<file path="config.mk">
export PLATFORM = sky130hd
export DESIGN_NAME = cache_mem_arbiter
export DESIGN_NICKNAME = d
export VERILOG_FILES = /design/src/rtl/cache_mem_arbiter.sv
export SDC_FILE = /design/constraint.sdc
export NUM_CORES = 1
export LEC_CHECK = 0
export BUFFER_PORTS_ARGS = -buffer_cell sky130_fd_sc_hd__buf_2
export CORE_AREA = 5 5 534 536
export DETAILED_ROUTE_END_ITERATION = 12
export DIE_AREA = 0 0 539 541
export SLEW_MARGIN = 25
export SYNTH_ARGS = -nofsm -noshare
export SYNTH_HDL_FRONTEND = slang
export SYNTH_SLANG_ARGS = --single-unit
</file>
<file path="constraint.sdc">
create_clock -name clk -period 13.24 [get_ports clk]
set_input_delay 1.986 -clock clk [delete_from_list [all_inputs] [get_ports clk]]
set_output_delay 1.986 -clock clk [all_outputs]
set_load 0.005 [all_outputs]
</file>
<file path="src/rtl/cache_mem_arbiter.sv">
// cache_mem_arbiter: shares one physical-memory line port between the
// I-cache miss path and the D-cache miss/writeback path. One 256-bit line
// transaction is in flight at a time. The data side wins ties, but an
// anti-starvation counter hands the port to the I side after MAX_D_BURST
// consecutive D grants taken while an I request was waiting.
// Optional build macro ARB_PERF_CNT_EN adds grant and wait-cycle counters.
module cache_mem_arbiter #(
   parameter int LINE_W      = 256,
   parameter int MAX_D_BURST = 4
) (
   input  logic              clk,
   input  logic              rst,
   input  logic              i_read,
   input  logic [31:0]       i_address,
   output logic [LINE_W-1:0] i_rdata,
   output logic              i_resp,
   input  logic              d_read,
   input  logic              d_write,
   input  logic [31:0]       d_address,
   input  logic [LINE_W-1:0] d_wdata,
   output logic [LINE_W-1:0] d_rdata,
   output logic              d_resp,
   output logic              mem_read,
   output logic              mem_write,
   output logic [31:0]       mem_address,
   output logic [LINE_W-1:0] mem_wdata,
   input  logic [LINE_W-1:0] mem_rdata,
   input  logic              mem_resp
`ifdef ARB_PERF_CNT_EN
   ,
   output logic [31:0]       perf_i_grants,
   output logic [31:0]       perf_d_grants,
   output logic [31:0]       perf_wait_cycles
`endif
);

   typedef enum logic [1:0] {IDLE, GRANT_I, GRANT_D, DONE} state_e;

   localparam logic [3:0] MAX_CNT = 4'(MAX_D_BURST);
   localparam logic [31:0] LINE_MASK = 32'hFFFF_FFE0;

   state_e            state_q, state_d;
   logic [31:0]       addr_q, addr_d;
   logic [LINE_W-1:0] wdata_q, wdata_d;
   logic              wr_q, wr_d;
   logic [3:0]        cnt_q, cnt_d;
   logic              d_pend;

   assign d_pend = d_read | d_write;

   // State, latched request and starvation counter registers
   always_ff @(posedge clk or posedge rst) begin
      if (rst) begin
         state_q <= IDLE;
         addr_q  <= '0;
         wdata_q <= '0;
         wr_q    <= 1'b0;
         cnt_q   <= '0;
      end else begin
         state_q <= state_d;
         addr_q  <= addr_d;
         wdata_q <= wdata_d;
         wr_q    <= wr_d;
         cnt_q   <= cnt_d;
      end
   end

   // Arbitration, request capture on grant entry, and memory/response outputs
   always_comb begin
      state_d     = state_q;
      addr_d      = addr_q;
      wdata_d     = wdata_q;
      wr_d        = wr_q;
      cnt_d       = cnt_q;
      mem_read    = 1'b0;
      mem_write   = 1'b0;
      mem_address = '0;
      mem_wdata   = '0;
      i_resp      = 1'b0;
      i_rdata     = '0;
      d_resp      = 1'b0;
      d_rdata     = '0;
      case (state_q)
         IDLE: begin
            if (d_pend && !(i_read && cnt_q == MAX_CNT)) begin
               state_d = GRANT_D;
               addr_d  = d_address & LINE_MASK;
               wdata_d = d_wdata;
               wr_d    = d_write;
               if (!i_read) begin
                  cnt_d = '0;
               end else if (cnt_q != MAX_CNT) begin
                  cnt_d = cnt_q + 4'd1;
               end
            end else if (i_read) begin
               state_d = GRANT_I;
               addr_d  = i_address & LINE_MASK;
               wdata_d = '0;
               wr_d    = 1'b0;
               cnt_d   = '0;
            end
         end
         GRANT_I: begin
            mem_read    = 1'b1;
            mem_address = addr_q;
            if (mem_resp) begin
               i_resp  = 1'b1;
               i_rdata = mem_rdata;
               state_d = DONE;
            end
         end
         GRANT_D: begin
            mem_read    = ~wr_q;
            mem_write   = wr_q;
            mem_address = addr_q;
            mem_wdata   = wr_q ? wdata_q : '0;
            if (mem_resp) begin
               d_resp  = 1'b1;
               d_rdata = mem_rdata;
               state_d = DONE;
            end
         end
         DONE: begin
            state_d = IDLE;
         end
         default: begin
            state_d = IDLE;
         end
      endcase
   end

`ifdef ARB_PERF_CNT_EN
   logic [31:0] perf_i_q, perf_i_d;
   logic [31:0] perf_d_q, perf_d_d;
   logic [31:0] perf_wait_q, perf_wait_d;

   // Grant-entry and waiting-cycle counters; observation only
   always_comb begin
      perf_i_d    = perf_i_q;
      perf_d_d    = perf_d_q;
      perf_wait_d = perf_wait_q;
      if (state_q == IDLE && state_d == GRANT_I) begin
         perf_i_d = perf_i_q + 32'd1;
      end
      if (state_q == IDLE && state_d == GRANT_D) begin
         perf_d_d = perf_d_q + 32'd1;
      end
      if ((i_read && state_q != GRANT_I) || (d_pend && state_q != GRANT_D)) begin
         perf_wait_d = perf_wait_q + 32'd1;
      end
   end

   // Performance counter registers, wrapping naturally at 2^32
   always_ff @(posedge clk or posedge rst) begin
      if (rst) begin
         perf_i_q    <= '0;
         perf_d_q    <= '0;
         perf_wait_q <= '0;
      end else begin
         perf_i_q    <= perf_i_d;
         perf_d_q    <= perf_d_d;
         perf_wait_q <= perf_wait_d;
      end
   end

   assign perf_i_grants    = perf_i_q;
   assign perf_d_grants    = perf_d_q;
   assign perf_wait_cycles = perf_wait_q;
`endif

endmodule

</file>
==> metrics.txt <==
status=complete, no violations; cts repair resizes=0; Crit. End Element=output pin; die width=539 um; gp weighted congestion=1.022; critical path class=input pin to output pin; Synth Cell Area=16350 um2; detailed-route wire length per cell=36.93 um; hold buffer count at CTS=0; Sequential Power Share=28.3%; Switching Share=48.74%; Yosys cell types=27; area of placed instances=27100 um2; Routed WL=249700 um; DIE HEIGHT=541 um; commonest non-fill, non-tap cell in the layout=buf_2; final-report hold violation count=0; hpwl dp=222400 um; Max Slew Vio Count=0; initial DRC count=1550; initial antenna violation count=259; Most common cell on crit path=buf_12; final hold slack=0.4894 ns; # fillers=32.67k; cell count of the worst hold path=1; WP depth=5; post-route ant nets=0; CP max stage delay=0.69 ns; CTS Buf Count=36; fin nets=3521; fmax=0.1536 GHz; R2R depth=7; synthesis warning total=0; Switching Power=2704 uW; Seq cells post-synth=290; Root Driver=clkbuf_16; first-pass GRT wire length=294300 um; Comb power frac=53.4%; gr ovfl total=0; Worst Clk Skew=0.04606 ns; CP Data Required Time=11.25 ns; core box area=280300 um2; area of the multi-input gates=8036 um2; Post-CTS Setup Inserts=0; CP max FO=253; commonest non-fill, non-tap cells in the layout=1369 x buf_2, 768 x and3_1, 289 x dfrtp_1; Max Cap Violations=0; vias in the first global route=20.60k; synthesized area per cell=9.359 um2; layout cells sized above 1=49.21%; Final period util=49.16%; HP Class=register to register; share of the yosys chip area belonging to registers=44.38%; Slew HR=30.26%; Final min period=6.509 ns; area delta synth->final=73.61%; Port Buf Inserts=1370; Fin Setup TNS=0 ns; Syn Inst Count=1747; clock slew at the register clock pins of the worst setup and hold paths=0.06 ns; register area=7261 um2; drt first pass iters=5; Clock Sinks=290; Clock power frac=18.3%; Skew-Pair Late Insertion Delay=0.61 ns; Power per Cell Area=195.4 nW/um2; CTS H-tree depth=2; via count=21.19k; setup ws final=6.731 ns; Initial Utilization=5.832%; Crit path arrival time=4.52 ns; RSZ-0062 raised after global routing=false; DIE AREA=291600 um2; Via density=3.133; worst-margin pin slew=1.046 ns; Final Instance Area=28390 um2; Buf+Inv Stages, Crit Path=4; critical-path cell list=buf_8, buf_12, buf_12, and3_1, buf_2; Critical Path Start Type=input pin; row count=195; Place WS=6.703 ns; DRC errors left=0; I/O pins=1386; CTS tree=done; largest net degree at the start of global routing=254; highest ir drop seen on vdd=0.0001323 V; clock buffer depth=3; gr usage total=16.20%; cell-internal power=2843 uW; LEAKAGE=0.01685 uW; Setup Viol. Count Final=0; kind of cell adding the most delay to the critical path=buffers and inverters; Worst path slowest cell=buf_12
-- worst reg2reg max path: stages (launching register included) --
cell	delay, ns
dfrtp_1	0.44
inv_1	0.12
ha_2	0.27
nand2_4	0.31
buf_4	0.67
buf_4	0.90
buf_4	0.70
a22o_1	0.25
-- per-stage QoR --
stage          utilization, %  power (uW)  instances
6_report                10.13        5547       6762
5_1_grt                 10.10        5922       6735
4_1_cts                 10.07        5662       6702
3_5_place_dp            9.668        4597       6639
3_3_place_gp            9.667        4584       6639
2_1_floorplan               -        2939       1751
-- metal layers --
| metal | wire (um) | vias to the layer above | GRT usage [%] | part of all wire, % |
|---|---|---|---|---|
| li1 | - | 8886 | - | - |
| met1 | 85280 | 10121 | 16.41 | 34 |
| met2 | 105400 | 1559 | 24.85 | 42 |
| met3 | 47130 | 539 | 13.39 | 19 |
| met4 | 11390 | 82 | 5.309 | 4.6 |
| met5 | 537 | - | 0 | 0.22 |
-- cells by family after synthesis --
logic type	synth area share, %
xor+xnor	0.05358
mux	0.06122
simple gates	32.42
other cells	0.02293
fa+ha+maj	0.3826
flops	44.38
buf+inv	6.826
compound gates	15.86
-- synthesized netlist by cell type (all sizes together) --
| cell | count | area [um2] |
|---|---|---|
| and3 | 768 | 4805 |
| a21oi | 56 | 280.3 |
| mux2i | 1 | 10.01 |
| a31oi | 1 | 6.260 |
| or3 | 1 | 6.260 |
| a22o | 256 | 2242 |
| dfrtp | 290 | 7257 |
| nor3b | 1 | 18.77 |
| inv | 7 | 26.28 |
| o22ai | 3 | 18.77 |
| a211oi | 1 | 7.510 |
| conb | 1 | 3.750 |
| buf | 65 | 402.9 |
| nand2 | 34 | 127.6 |
| ha | 5 | 62.56 |
| a32o | 1 | 10.01 |
| o21ai | 4 | 20.02 |
| clkbuf | 183 | 686.9 |
| and2 | 31 | 193.9 |
| nand3 | 2 | 10.01 |
| nor2 | 31 | 116.4 |
| nand2b | 1 | 6.260 |
| or2 | 1 | 6.260 |
| a21boi | 1 | 7.510 |
| xor2 | 1 | 8.760 |
| and4b | 1 | 10.01 |
-- path summary, 6_finish.rpt --
check | start | end | slack (ns)
max | mem_resp | d_rdata[62] | 6.73
min | wdata_q[173]$_DFFE_PP0P_ | wdata_q[173]$_DFFE_PP0P_ | 0.49
max reg2reg | state_q[0]$_DFFE_PP0P_ | wdata_q[236]$_DFFE_PP0P_ | 9.48
min reg2reg | wdata_q[173]$_DFFE_PP0P_ | wdata_q[173]$_DFFE_PP0P_ | 0.49
max in group asynchronous | rst | wdata_q[116]$_DFFE_PP0P_ | 9.69
min in group asynchronous | rst | wdata_q[216]$_DFFE_PP0P_ | 1.43
-- power groups by stage --
stage	logic [uW]	registers, uW	clock network (uW)
floorplan	1490	1450	0
global placement	3010	1570	0
detailed placement	3030	1570	0
CTS	3040	1560	1060
global route	3230	1620	1070
finish	2960	1570	1010
-- registers in the layout (all words and copies together) (netlist names) --
name and flops:
state_q 2, wdata_q 256, addr_q 27, cnt_q 4, wr_q 1
-- area by class of cell --
| class | count | share of cell area (%) |
|---|---|---|
| Antenna cell | 60 | 0.5289 |
| Clock buffer | 49 | 3.451 |
| Clock inverter | 14 | 0.5421 |
| Inverter | 7 | 0.1190 |
| Multi-Input combinational cell | 1206 | 28.31 |
| Sequential cell | 290 | 25.58 |
| Tap cell | 3743 | 16.50 |
| Timing Repair Buffer | 1393 | 24.97 |
Power figures use the tool's default switching activity.
